File: src/rtl/z88_kbd_pkg.sv
// z88_kbd_pkg: shared types and constants for the Z88 PS/2 keyboard slice.
//   - rx_state_t  : PS/2 receive FSM state
//   - PFX_* / CMD_*: scancode set 2 prefixes and keyboard command bytes
//   - KEY_*       : Z88 key matrix bit indices (bit = row*8 + column)
//   - map_entry_t : scancode lookup result {valid, idx[5:0]}
package z88_kbd_pkg;

    typedef enum logic [1:0] {
        ST_IDLE   = 2'd0,
        ST_DATA   = 2'd1,
        ST_PARITY = 2'd2,
        ST_STOP   = 2'd3
    } rx_state_t;

    localparam logic [7:0] PFX_EXT      = 8'hE0;
    localparam logic [7:0] PFX_BRK      = 8'hF0;
    localparam logic [7:0] CMD_BAT_OK   = 8'hAA;
    localparam logic [7:0] CMD_BAT_FAIL = 8'hFC;
    localparam logic [7:0] CMD_OVF_LO   = 8'h00;
    localparam logic [7:0] CMD_OVF_HI   = 8'hFF;

    localparam logic [5:0] KEY_LSHIFT  = 6'd54;
    localparam logic [5:0] KEY_RSHIFT  = 6'd63;
    localparam logic [5:0] KEY_ENTER   = 6'd6;
    localparam logic [5:0] KEY_SPACE   = 6'd61;
    localparam logic [5:0] KEY_ESC     = 6'd47;
    localparam logic [5:0] KEY_UP      = 6'd62;
    localparam logic [5:0] KEY_DOWN    = 6'd58;
    localparam logic [5:0] KEY_LEFT    = 6'd59;
    localparam logic [5:0] KEY_RIGHT   = 6'd60;
    localparam logic [5:0] KEY_DIAMOND = 6'd52;
    localparam logic [5:0] KEY_SQUARE  = 6'd55;
    localparam logic [5:0] KEY_A       = 6'd43;
    localparam logic [5:0] KEY_Z       = 6'd42;

    typedef struct packed {
        logic       valid;
        logic [5:0] idx;
    } map_entry_t;

    function automatic map_entry_t map_hit(input logic [5:0] idx);
        map_entry_t e;
        e.valid = 1'b1;
        e.idx   = idx;
        return e;
    endfunction

endpackage

File: src/rtl/z88_kbd_map.sv
// z88_kbd_map: combinational scancode-set-2 to Z88 matrix lookup ROM.
// Ports:
//   ext   in  1 : keycode was preceded by $E0
//   code  in  8 : keycode byte
//   entry out 7 : {valid, idx}; valid=0 for unmapped codes
// Config macro: Z88_PS2_EXT_EN compiles the $E0 (extended) half of the table.
// Without it every extended lookup misses, so prefixed keycodes are dropped.
module z88_kbd_map
    import z88_kbd_pkg::*;
(
    input  logic       ext,
    input  logic [7:0] code,
    output map_entry_t entry
);

    always_comb begin
        // NOTE: default assignment first so no path leaves entry unassigned
        // (otherwise a latch is inferred).
        entry = '0;
        if (!ext) begin
            case (code)
                8'h1C:   entry = map_hit(KEY_A);
                8'h1A:   entry = map_hit(KEY_Z);
                8'h12:   entry = map_hit(KEY_LSHIFT);
                8'h59:   entry = map_hit(KEY_RSHIFT);
                8'h5A:   entry = map_hit(KEY_ENTER);
                8'h29:   entry = map_hit(KEY_SPACE);
                8'h76:   entry = map_hit(KEY_ESC);
                default: entry = '0;
            endcase
        end
`ifdef Z88_PS2_EXT_EN
        else begin
            // $E0 $12 / $E0 $59 (fake shifts) deliberately fall to default.
            case (code)
                8'h75:   entry = map_hit(KEY_UP);
                8'h72:   entry = map_hit(KEY_DOWN);
                8'h6B:   entry = map_hit(KEY_LEFT);
                8'h74:   entry = map_hit(KEY_RIGHT);
                8'h14:   entry = map_hit(KEY_DIAMOND);
                8'h11:   entry = map_hit(KEY_SQUARE);
                8'h5A:   entry = map_hit(KEY_ENTER);
                default: entry = '0;
            endcase
        end
`endif
    end

endmodule

File: src/rtl/z88_ps2_kbd.sv
// z88_ps2_kbd: PS/2 keyboard receiver + scancode decoder producing the
// 64-bit Z88 key matrix read by Blink on IN $B2.
// Parameters:
//   FILT_LEN : equal samples needed before the filtered PS/2 clock changes
//   TIMEOUT  : mck cycles without a falling PS/2 clock mid-frame before abort
// Ports:
//   mck      in   1 : master clock (only clock)
//   rin_n    in   1 : asynchronous active-low reset
//   ps2_clk  in   1 : PS/2 clock (asynchronous)
//   ps2_dat  in   1 : PS/2 data (asynchronous)
//   kbmat    out 64 : key state, bit r*8+c = key on row ca[8+r], column D[c]
//   rx_err   out  1 : one-cycle pulse on parity/framing error or timeout
//   byte_stb out  1 : one-cycle pulse on a good byte
//   byte_out out  8 : last good byte
// Config macro: Z88_PS2_EXT_EN enables decoding of $E0-prefixed keys.
module z88_ps2_kbd
    import z88_kbd_pkg::*;
#(
    parameter int FILT_LEN = 8,
    parameter int TIMEOUT  = 19660
) (
    input  logic        mck,
    input  logic        rin_n,
    input  logic        ps2_clk,
    input  logic        ps2_dat,
    output logic [63:0] kbmat,
    output logic        rx_err,
    output logic        byte_stb,
    output logic [7:0]  byte_out
);

    localparam int FW = $clog2(FILT_LEN + 1);
    localparam int TW = $clog2(TIMEOUT + 1);

    logic [1:0]    clk_sync, dat_sync;
    logic          clk_s, dat_s;
    logic          filt, filt_d, strobe;
    logic [FW-1:0] filt_cnt;
    rx_state_t     state;
    logic [2:0]    bit_cnt;
    logic [7:0]    shift;
    logic          par;
    logic [TW-1:0] tmo_cnt;
    logic          brk, ext;
    map_entry_t    entry;

    assign clk_s = clk_sync[1];
    assign dat_s = dat_sync[1];

    // Synchronisers, glitch filter and falling-edge strobe. The idle bus is
    // high, so these reset to 1 to avoid a false edge after reset.
    always_ff @(posedge mck or negedge rin_n) begin
        if (!rin_n) begin
            clk_sync <= 2'b11;
            dat_sync <= 2'b11;
            filt     <= 1'b1;
            filt_d   <= 1'b1;
            filt_cnt <= '0;
            strobe   <= 1'b0;
        end else begin
            // NOTE: non-blocking assignments make each stage see the previous
            // cycle's value, which is what builds the shift chain.
            clk_sync <= {clk_sync[0], ps2_clk};
            dat_sync <= {dat_sync[0], ps2_dat};
            if (clk_s == filt) begin
                filt_cnt <= '0;
            end else if (filt_cnt == FW'(FILT_LEN - 1)) begin
                filt     <= clk_s;
                filt_cnt <= '0;
            end else begin
                filt_cnt <= filt_cnt + FW'(1);
            end
            filt_d <= filt;
            strobe <= filt_d & ~filt;
        end
    end

    // Receive FSM with timeout. A strobe is handled before the timeout
    // check, so a strobe arriving on the expiry cycle wins.
    always_ff @(posedge mck or negedge rin_n) begin
        if (!rin_n) begin
            state    <= ST_IDLE;
            bit_cnt  <= '0;
            shift    <= '0;
            par      <= 1'b0;
            tmo_cnt  <= '0;
            rx_err   <= 1'b0;
            byte_stb <= 1'b0;
            byte_out <= '0;
        end else begin
            rx_err   <= 1'b0;
            byte_stb <= 1'b0;
            if (strobe) begin
                tmo_cnt <= '0;
                case (state)
                    ST_IDLE: begin
                        if (!dat_s) begin
                            state   <= ST_DATA;
                            bit_cnt <= '0;
                        end
                    end
                    ST_DATA: begin
                        shift   <= {dat_s, shift[7:1]};
                        bit_cnt <= bit_cnt + 3'd1;
                        if (bit_cnt == 3'd7) state <= ST_PARITY;
                    end
                    ST_PARITY: begin
                        par   <= dat_s;
                        state <= ST_STOP;
                    end
                    ST_STOP: begin
                        // Odd parity: data plus parity bit has an odd count of ones.
                        if (dat_s && (^{shift, par})) begin
                            byte_stb <= 1'b1;
                            byte_out <= shift;
                        end else begin
                            rx_err <= 1'b1;
                        end
                        state <= ST_IDLE;
                    end
                    default: state <= ST_IDLE;
                endcase
            end else if (state != ST_IDLE) begin
                if (tmo_cnt == TW'(TIMEOUT - 1)) begin
                    state   <= ST_IDLE;
                    bit_cnt <= '0;
                    tmo_cnt <= '0;
                    rx_err  <= 1'b1;
                end else begin
                    tmo_cnt <= tmo_cnt + TW'(1);
                end
            end
        end
    end

    z88_kbd_map u_map (
        .ext   (ext),
        .code  (byte_out),
        .entry (entry)
    );

    // Decoder. In the default build ext still latches $E0, but the map has
    // no extended half, so the following keycode is swallowed.
    always_ff @(posedge mck or negedge rin_n) begin
        if (!rin_n) begin
            // NOTE: the key matrix is plain flops, not RAM, so it is reset
            // like any other state; Blink must never see stale keys.
            kbmat <= '0;
            brk   <= 1'b0;
            ext   <= 1'b0;
        end else if (rx_err) begin
            brk <= 1'b0;
            ext <= 1'b0;
        end else if (byte_stb) begin
            if (byte_out == PFX_BRK) begin
                brk <= 1'b1;
            end else if (byte_out == PFX_EXT) begin
                ext <= 1'b1;
            end else begin
                brk <= 1'b0;
                ext <= 1'b0;
                if (!brk && !ext &&
                    (byte_out == CMD_BAT_OK || byte_out == CMD_BAT_FAIL ||
                     byte_out == CMD_OVF_LO || byte_out == CMD_OVF_HI)) begin
                    kbmat <= '0;
                end else if (entry.valid) begin
                    kbmat[entry.idx] <= ~brk;
                end
            end
        end
    end

endmodule

File: config.mk
export PLATFORM = sky130hd
export DESIGN_NAME = z88_ps2_kbd
export DESIGN_NICKNAME = d
export VERILOG_FILES = /design/src/rtl/z88_kbd_pkg.sv /design/src/rtl/z88_kbd_map.sv /design/src/rtl/z88_ps2_kbd.sv
export SDC_FILE = /design/constraint.sdc
export NUM_CORES = 1
export LEC_CHECK = 0
export ABC_AREA = 1
export CAP_MARGIN = 20
export CORE_ASPECT_RATIO = 1.2
export CORE_MARGIN = 4
export CORE_UTILIZATION = 45
export CTS_CLUSTER_SIZE = 8
export DETAILED_ROUTE_END_ITERATION = 6
export PLACE_DENSITY = 0.64
export SYNTH_ARGS = -nofsm -noshare
export SYNTH_HDL_FRONTEND = slang
export SYNTH_HIERARCHICAL = 1
export SYNTH_SLANG_ARGS = --single-unit
File: constraint.sdc
create_clock -name mck -period 3.1 [get_ports mck]
set_input_delay 0.93 -clock mck [delete_from_list [all_inputs] [get_ports mck]]
set_output_delay 0.93 -clock mck [all_outputs]
set_load 0.1 [all_outputs]
==> results of run 1 <==
[cells by family after synthesis]
kind of cell / after synthesis
AO/OA/AOI/OAI: 104
adder cells (fa/ha/maj): 8
multiplexers: 1
flip-flops: 116
buffers and inverters: 183
XOR/XNOR: 10
AND/OR/NAND/NOR: 691
[per-stage QoR]
step           instances  hold WS (ns)  total power (W)  cell area, um2  utilization (%)
6_report            1388        0.3544         0.003745            8691            53.62
5_1_grt             1388        0.3580         0.003893            8691            53.62
4_1_cts             1388        0.3548         0.003785            8691            53.62
3_5_place_dp        1356        0.3468         0.001785            8097            49.95
3_3_place_gp        1356        0.3468         0.001785            8097            49.95
2_1_floorplan       1113        0.3452         0.001716            7432                -
[layer usage]
metal / wire length [um] / vias up / part of all wire, %
li1: - / 3682 / -
met5: 0 / - / 0
met1: 8530 / 3159 / 45
met3: 947 / 19 / 5.0
met2: 9048 / 160 / 48
met4: 250 / 0 / 1.3
[final timing paths]
path | end | slack, ns | depth (start not counted)
min in group asynchronous | kbmat[52] | 0.39 | 1
min | dat_sync[1] | 0.35 | 0
max | kbmat[51] | 0.54 | 14
max in group asynchronous | dat_sync[1] | 1.90 | 2
max reg2reg | kbmat[51] | 0.54 | 14
min reg2reg | dat_sync[1] | 0.35 | 0
[synth_stat cells]
| master | number |
|---|---|
| nor2_4 | 1 |
| o21ai_2 | 1 |
| or2_1 | 1 |
| nor3_1 | 9 |
| clkbuf_1 | 14 |
| clkinv_1 | 1 |
| o21ai_0 | 23 |
| nand2_2 | 7 |
| a21o_1 | 1 |
| a21oi_1 | 74 |
| buf_2 | 23 |
| nor3_2 | 1 |
| nor2_2 | 5 |
| buf_4 | 19 |
| dfstp_2 | 6 |
| nor2_1 | 105 |
| nand3b_1 | 1 |
| o22ai_1 | 1 |
| nand2_4 | 1 |
| and3_1 | 1 |
| nand4_1 | 69 |
| ha_1 | 8 |
| nand3_2 | 1 |
| a31oi_1 | 1 |
| nor4_1 | 2 |
| and2_1 | 1 |
| mux2_2 | 1 |
| nand2_1 | 380 |
| inv_2 | 3 |
| inv_1 | 121 |
| buf_6 | 2 |
| o211ai_1 | 3 |
| xnor2_1 | 5 |
| nand3_1 | 106 |
| xor2_1 | 5 |
| dfrtp_1 | 110 |
[power groups by stage]
stage | Combinational [W] | Sequential (W) | Clock [W]
2_1_floorplan | 0.000108 | 0.00161 | 0
3_3_place_gp | 0.000162 | 0.00162 | 0
3_5_place_dp | 0.000162 | 0.00162 | 0
4_1_cts | 0.000163 | 0.00160 | 0.00202
5_1_grt | 0.000193 | 0.00160 | 0.00210
6_report | 0.000157 | 0.00160 | 0.00199
[sequential cells by signal, summed over array words and instances (netlist names), 2 cells and up]
register / flops
tmo_cnt: 15
state: 2
filt_cnt: 4
kbmat: 64
dat_sync: 2
shift: 8
byte_out: 8
clk_sync: 2
bit_cnt: 3
[area by class of cell]
type | instances | area (um2) | area share (%)
well taps | 212 | 265.3 | 3.052
inverters | 125 | 469.2 | 5.399
clock inverters | 10 | 130.1 | 1.497
flip-flops and latches | 116 | 2910 | 33.49
repair buffers | 89 | 710.7 | 8.177
clock buffers | 22 | 464.2 | 5.341
multi-input cells | 814 | 3741 | 43.05
==> qor.csv, run 1 <==
stage,metric,value,unit
outcome,status,"finished, final reports clean",
critical_path,"Largest delay share family, worst path",simple AND/OR/NAND/NOR gates,
critical_path,Critical path buffers and inverters,2,
layout,layout cells sized above 1,12.33,%
clock_tree,CTS root buffer,clkbuf_16,
power,internal power,0.002912,W
sta,relative max-transition margin,52.95,%
floorplanning,Ports,78,
sta,Setup Viol. Count Final,0,
floorplanning,die span in y,148.8,um
routing,Starting DRT DRC Count,513,
floorplanning,die area,0.01864,mm2
critical_path,crit-path max FO,8,
clock_tree,Clock Path Buffers,2,
synth,Synth area leader,dfrtp_1,
critical_path,CP Launch Type,flip-flop,
grt,GR Util met1,27.53,%
grt,first-pass GRT wire length,32.57,mm
layout,Layout Nets,1175,
sta,Final period util,82.42,%
routing,Post-route DRC,0,
power,power per standard cell area,430.9,mW/mm2
power,P_sw,0.0008332,W
critical_path,crit-path max cell delay,0.45,ns
power,Leakage Power,3.878,nW
clock_tree,H-tree level count,4,
grt,initial antenna violation count,0,
power,clock power share,53.1,%
synth,ranking of synthesized cells by area,"dfrtp_1 (37%), nand2_1 (19%), nand3_1 (7.1%), inv_1 (6.1%), nand4_1 (5.8%)",
grt,gr usage total,21.14,%
power,Seq pwr share,42.7,%
sta,Least-Margin Pin Slew,0.7058,ns
critical_path,Worst Setup SP,byte_out[5],
clock_tree,Clock Pin Slew Worst Setup and Hold Paths,0.05,ns
sta,final worst setup slack,0.5449,ns
synth,combinational family with the most area after synthesis,simple AND/OR/NAND/NOR gates,
clock_tree,post-CTS setup repair buffer count,0,
layout,"most common cell after layout, fill and taps aside",nand2_1,
placed_design,detailed placement HPWL,12.22,mm
power,Comb pwr share,4.2,%
synth,sequential area share after synthesis,39.16,%
grt,aggregate global routing overflow,0,
sta,RSZ-0062 raised after global routing,false,
critical_path,CP max-delay cell,dfrtp_1,
placed_design,number of port buffers,77,
critical_path,startpoint of the worst-slack reg-to-reg timing path,byte_out[5],
placed_design,RePlAce Congestion,0.8327,
synth,Post-Synth XOR/XNOR Area,1.178,%
layout,# diodes,0,
clock_tree,Resized cells post-CTS,0,
synth,post-synthesis cell count,1113,
synth,syn_nets,1125,
synth,Ys Warns,6,
clock_tree,CTS tree,done,
floorplanning,# rows,51,
grt,M2 GR Usage,35.98,%
synth,Synth Area in Compound Gates,7.222,%
sta,Final Hold Fails,0,
layout,"commonest cells after routing, fill and taps aside","nand2_1 (379), inv_1 (121), dfrtp_1 (110)",
layout,layout filler cell count,1621,
min_path,Tightest Hold Check Type,reg2reg,
critical_path,CP required,3.40,ns
min_path,hold path start,dat_sync[0],
power,Peak VDD IR,0.3401,mV
floorplanning,core area,0.01621,mm2
synth,Mean Syn Cell Area,6.678,um2
critical_path,most frequent CP cell,nand2_1,
power,Sw Share,22.25,%
grt,gr busiest metal,met2,
synth,area share of the largest cell type after synthesis,37.04,%
grt,vias in the first global route,6595,
floorplanning,Die Wd,125.3,um
floorplanning,Initial Utilization,45.85,%
clock_tree,Clock Sinks,116,
routing,DR WL/cell,13.53,um
critical_path,CP Class,reg2reg,
sta,final worst path period need,2.555,ns
routing,post-route ant nets,0,
sta,fin. max-slew vios,0,
critical_path,Worst Setup End Kind,flip-flop,
grt,M3 GR Usage,3.689,%
routing,Pre-antenna DRT Iters,5,
clock_tree,Post-CTS Hold Fix Bufs,0,
sta,Max Clk Rate,391.4,MHz
critical_path,worst-path cell chain,inv_1 -> nand2_2 -> nor2_2 -> nand3_1 -> nand2_1 -> nor2_1 -> a21oi_1 -> nand3_1 -> nor2_1 -> inv_1 -> nand2_1 -> nand3_1 -> nand2_1 -> nand2_1,
sta,clk_skew,0.006942,ns
synth,post-synthesis adder-cell area fraction,1.347,%
routing,detailed-route wire length,18.78,mm
flow_run,MaxCap Viol Count,0,
sta,total negative slack,0,ns
synth,multiplexer share of the synthesized area,0.1515,%
placed_design,pre-CTS setup slack,0.5668,ns
synth,synthesis-stage register bit count,116,
layout,Layout area overhead,16.94,%
synth,post-synthesis cell type count,36,
routing,vias,7020,
clock_tree,Inserted Clock Buffers,17,
synth,"Cell Area, Synth",0.007432,mm2
synth,simple-gate area share of the yosys netlist,40.15,%
routing,vias per cell,5.058,
clock_tree,clock latency on the worst-skew pair,0.42,ns
critical_path,crit path DAT,2.86,ns
grt,largest net degree at the start of global routing,126,
No activity file was read; power rests on OpenSTA's default activity.
==> run 2, diff against run 1 <==
clock period = 2.5 ns   (was 3.1 ns; I/O delays follow)
==> qor.csv, run 2 (synthesized netlist as in run 1, its figures left out) <==
stage,metric,value,unit
outcome,status,"finished, final reports clean",
sta,Setup Viol. Count Final,0,
routing,Starting DRT DRC Count,575,
critical_path,crit-path max FO,8,
layout,"commonest cells after routing, fill and taps aside","nand2_1 (379), inv_1 (121), nor2_1 (102), dfrtp_1 (102)",
critical_path,CP Class,reg2reg,
clock_tree,Post-CTS Hold Fix Bufs,0,
routing,DR WL/cell,13.41,um
critical_path,Reg2Reg Setup Slack,0.25,ns
clock_tree,Resized cells post-CTS,0,
power,internal power,0.003898,W
sta,total negative slack,0,ns
power,Comb pwr share,4.0,%
placed_design,RePlAce Congestion,0.8465,
layout,Layout Nets,1195,
sta,relative max-transition margin,53.35,%
flow_run,MaxCap Viol Count,0,
layout,final non-filler cell area,0.009072,mm2
clock_tree,CTS root buffer,clkbuf_16,
floorplanning,core area,0.01621,mm2
grt,gr usage total,21.28,%
sta,Final period util,90.14,%
layout,layout cells sized above 1,15.64,%
routing,Pre-antenna DRT Iters,5,
grt,vias in the first global route,6821,
clock_tree,Clock Pin Slew Worst Setup and Hold Paths,0.06,ns
placed_design,number of port buffers,77,
grt,aggregate global routing overflow,0,
routing,detailed-route wire length,18.89,mm
floorplanning,# rows,51,
placed_design,Post-DP Area,0.008332,mm2
clock_tree,Clock Path Buffers,2,
critical_path,CP required,2.82,ns
power,P_sw,0.001069,W
clock_tree,Clock Sinks,116,
routing,vias per cell,5.097,
placed_design,detailed placement HPWL,12.63,mm
routing,Post-route DRC,0,
critical_path,Worst Setup End Kind,flip-flop,
sta,Final Hold Fails,0,
sta,RSZ-0062 raised after global routing,true,
sta,Max Clk Rate,443.8,MHz
floorplanning,Ports,78,
routing,vias,7176,
grt,largest net degree at the start of global routing,65,
layout,"most common cell after layout, fill and taps aside",nand2_1,
sta,Least-Margin Pin Slew,0.6997,ns
critical_path,CP Launch Type,flip-flop,
floorplanning,die area,0.01864,mm2
power,power per standard cell area,547.4,mW/mm2
critical_path,crit path DAT,2.57,ns
sta,clk_skew,0.006582,ns
layout,Layout area overhead,22.07,%
clock_tree,clock latency on the worst-skew pair,0.42,ns
power,Peak VDD IR,0.5405,mV
power,Leakage Power,4.024,nW
sta,fin. max-slew vios,0,
sta,final worst path period need,2.253,ns
clock_tree,post-CTS setup repair buffer count,0,
clock_tree,Inserted Clock Buffers,17,
power,Sw Share,21.52,%
layout,# diodes,0,
layout,"Most flops, register",kbmat,
min_path,Tightest Hold Check Type,in2async,
power,clock power share,56.0,%
grt,first-pass GRT wire length,32.97,mm
clock_tree,CTS tree,done,
routing,post-route ant nets,0,
clock_tree,H-tree level count,4,
grt,initial antenna violation count,0,
layout,top flop regs,"kbmat x64, tmo_cnt x15",
power,Seq pwr share,40.0,%
layout,Largest register FFs,64,
floorplanning,die span in y,148.8,um
floorplanning,Initial Utilization,45.85,%
floorplanning,Die Wd,125.3,um
-- run 2: worst max-delay path, stage by stage, from the launching register on --
cell and delay, ns:
dfrtp_2 0.43, inv_1 0.07, nand2_2 0.07, nor2_1 0.06, nand2_1 0.11, nand2_1 0.08, nor2_2 0.23, a21oi_4 0.13
inv_1 0.17, nand3_1 0.11, buf_4 0.18, nor2_1 0.18, inv_1 0.06, nand2_1 0.08, nand3_1 0.08, nand2_1 0.06
nand2_1 0.05
-- run 2: per-layer routing --
layer  GRT usage (%)  vias up  routed length (um)
li1                -     3718                   -
met1           27.82     3302                8624
met2           36.06      132                9178
met3           3.832       24                 776
met4           6.725        0                 308
met5               0        -                   0
-- run 2: path summary, 6_finish.rpt --
check                            start          end  cells after the start
setup / recovery           byte_out[5]    kbmat[32]                     16
hold / removal                   rin_n    kbmat[49]                      1
setup reg to reg           byte_out[5]    kbmat[32]                     16
hold reg to reg            dat_sync[0]  dat_sync[1]                      0
max in group asynchronous        rin_n  byte_out[0]                      2
min in group mck           dat_sync[0]  dat_sync[1]                      0
-- run 2: power groups by stage --
stage | registers [W] | clock network, W | logic, W
after floorplan | 0.00199 | 0 | 0.000134
after global placement | 0.00202 | 0 | 0.000203
after detailed placement | 0.00202 | 0 | 0.000204
after CTS | 0.00199 | 0.00283 | 0.000204
after global routing | 0.00199 | 0.00292 | 0.000233
final | 0.00199 | 0.00278 | 0.000199
-- run 2: metrics by stage --
| stage | util, % | power (W) | setup WS [ns] | hold slack [ns] | instances |
|---|---|---|---|---|---|
| finish | 55.97 | 0.004966 | 0.2466 | 0.3426 | 1408 |
| global route | 55.97 | 0.005149 | -0.01656 | 0.3596 | 1408 |
| CTS | 55.56 | 0.005024 | 0.03671 | 0.3551 | 1408 |
| detailed placement | 51.41 | 0.002222 | 0.08757 | 0.3476 | 1376 |
| global placement | 51.41 | 0.002219 | 0.1756 | 0.3462 | 1376 |
| floorplan | - | 0.002128 | 0.2006 | 0.3452 | 1113 |
-- run 2: cell type report --
class                           count  area, um2
Fill cell                        1587       7136
Multi-Input combinational cell    814       3809
Sequential cell                   116       2920
Timing Repair Buffer              109      935.9
Inverter                          125      469.2
Clock buffer                       19      442.9
Tap cell                          212      265.3
Clock inverter                     13      230.2
==> run 3, diff against run 2 <==
CAP_MARGIN = default   (was 20)
==> results of run 3 <==
Same layout as run 2: the final DEF is identical, and so are final timing and power.
==> patch: new RTL, config.mk and constraints of run 3 <==
`TIMEOUT`: 19660 -> 39320.
--- a/src/rtl/z88_ps2_kbd.sv
+++ b/src/rtl/z88_ps2_kbd.sv
@@ -18,5 +18,5 @@
 #(
     parameter int FILT_LEN = 8,
-    parameter int TIMEOUT  = 19660
+    parameter int TIMEOUT  = 39320
 ) (
     input  logic        mck,
Behaviour: no difference found for any inputs over 4 cycles, from zero or initial values; that may be too few to reach the edited logic, so the function may still have changed.
==> patch against run 3 <==
- worst setup slack worse by 0.041 ns
- first-iteration DRC count decreased by 13%
- cell area increased by 0.97%
- total power is 9.4% lower
- sequential cell count is 1 higher
- critical path type unchanged
- area after synthesis up 3.9%
- wire length is 2.7% higher
==> patch: results (changes against run 3) <==
- Power per cell area: 491 nW/um^2 (-10%)
- First-pass DRT Iterations: 7 (+2)
- Status: finished, final reports clean
- Final GP Congestion: 0.852 (+0.67%)
- Clk_skew: 0.00747 ns (+0.000892 ns)
- DP Area: 8520 sq um (+2.2%)
- Critical Path AT: 2.60 ns (+0.03 ns)
- Fillers: 1641 (+3.4%)
- Routed vias/inst: 5.12 (+0.49%)
- Synth unique cells: 40 (+11%)
- Register area share after synthesis: 0.380 (-0.0115)
- Post-synthesis xor/xnor area fraction: 0.00454 (-0.00725)
- Largest net degree at the start of global routing: 129 (+98%)
- Gr usage total: 0.208 (-0.00448)
- Syn Nets: 1137 (+1.1%)
- Root Buffer: clkbuf_16
- Most frequent cells after synthesis: nand2_1 (323), inv_1 (125), dfrtp_1 (111)
- First-pass GRT wire length: 32900 microns (-0.15%)
- Syn avg cell area: 6.87 sq um (+2.8%)
- Final HPWL DP: 12300 microns (-2.5%)
- Synth Area in Adders: 0.0130 (-0.000508)
- Htree depth: 4 (unchanged)
- Via count: 7257 (+1.1%)
- Share of layout cells above drive strength 1: 0.209 (+0.0526)
- Leak Pwr: 3.91 nW (-2.8%)
- Nets: 1200 (+0.42%)
- Drt first-iter violations: 500 (-13%)
- Vias in the first global route: 6765 (-0.82%)
- Hold Crit Class: register to register
- Placed Cells: 1385 (+0.65%)
- Hold Slack: 0.355 ns (+0.0120 ns)
- Max incr delay on CP: 0.45 ns (+0.02 ns)
- Critical path peak fanout: 8 (unchanged)
- Asr flop ratio synth: 1.00 (unchanged)
- Top post-synthesis cells by area: dfrtp_1 (36%), nand2_1 (16%), nand3_1 (6.4%), nand4_1 (6.1%), inv_1 (6.1%)
- Largest regs: kbmat (64), tmo_cnt (16)
- Peak supply drop: 0.425 mV (-21%)
- Worst setup margin: 0.206 ns (-0.0411 ns)
- Multiplexer share of the synthesized area: 0.00146 (-0.0000572)
- Post-place setup slack: 0.101 ns (+0.0134 ns)
- Complex-gate fraction of the synthesized area: 0.0713 (-0.000944)
- Relative slew slack: 0.570 (+0.0366)
- Aggregate routed wire length: 19400 microns (+2.7%)
==> patch: changes by cell type after synthesis, moves of 3 or more <==
cell and delta:
buf_4 -3, buf_8 +4, inv_1 +4, nand2_1 -57, nand2_2 +54, nand3_1 -8
nand3_2 +9, nand4_1 +6, nor2_1 +4, nor3_1 -4, xnor2_1 -3, xor2_1 -3
==> patch: timing repair <==
| action | in CTS | in global routing |
|---|---|---|
| endpoints found under the setup margin | 0 | 56 |
| buffers inserted | 0 | 0 |
| gates resized for setup | 0 | 19 |
==> patch: power breakdown <==
part	total [mW]	internal, mW	switching (mW)
clock network	2.30	1.44	0.863
registers	2.00	1.95	0.0494
logic	0.200	0.0651	0.135
==> patch: cell type report <==
| class | count | area share |
|---|---|---|
| clock inverters | 9 | 0.00861 |
| flip-flops and latches | 117 | 0.322 |
| clock buffers | 23 | 0.0522 |
| well taps | 216 | 0.0295 |
| repair buffers | 103 | 0.0945 |
| inverters | 131 | 0.0541 |
| multi-input cells | 818 | 0.440 |
==> patch: metal layers <==
metal  vias to the layer above  global-route usage  share of wire
met1                      3346               0.273           0.46
met3                        21              0.0358          0.042
met4                         0              0.0711          0.015
li1                       3750                   -              -
met5                         -                   0              0
met2                       140               0.350           0.49
==> patch: final timing paths <==
kind	end	cells past startpoint
min	clk_sync[1]$_DFF_PN1_	0
max reg2reg	kbmat[27]$_DFFE_PN0P_	16
min reg2reg	clk_sync[1]$_DFF_PN1_	0
min in group asynchronous	kbmat[48]$_DFFE_PN0P_	2
max	kbmat[27]$_DFFE_PN0P_	16
max in group asynchronous	tmo_cnt[8]$_DFFE_PN0P_	2
==> patch: kinds of logic (layout without fill, tap and decap cells) <==
family,after synthesis,in the layout
simple gates,698,698
buf+inv,190,266
flops,117,117
compound gates,107,107
fa+ha+maj,8,8
xor+xnor,4,4
mux,1,1
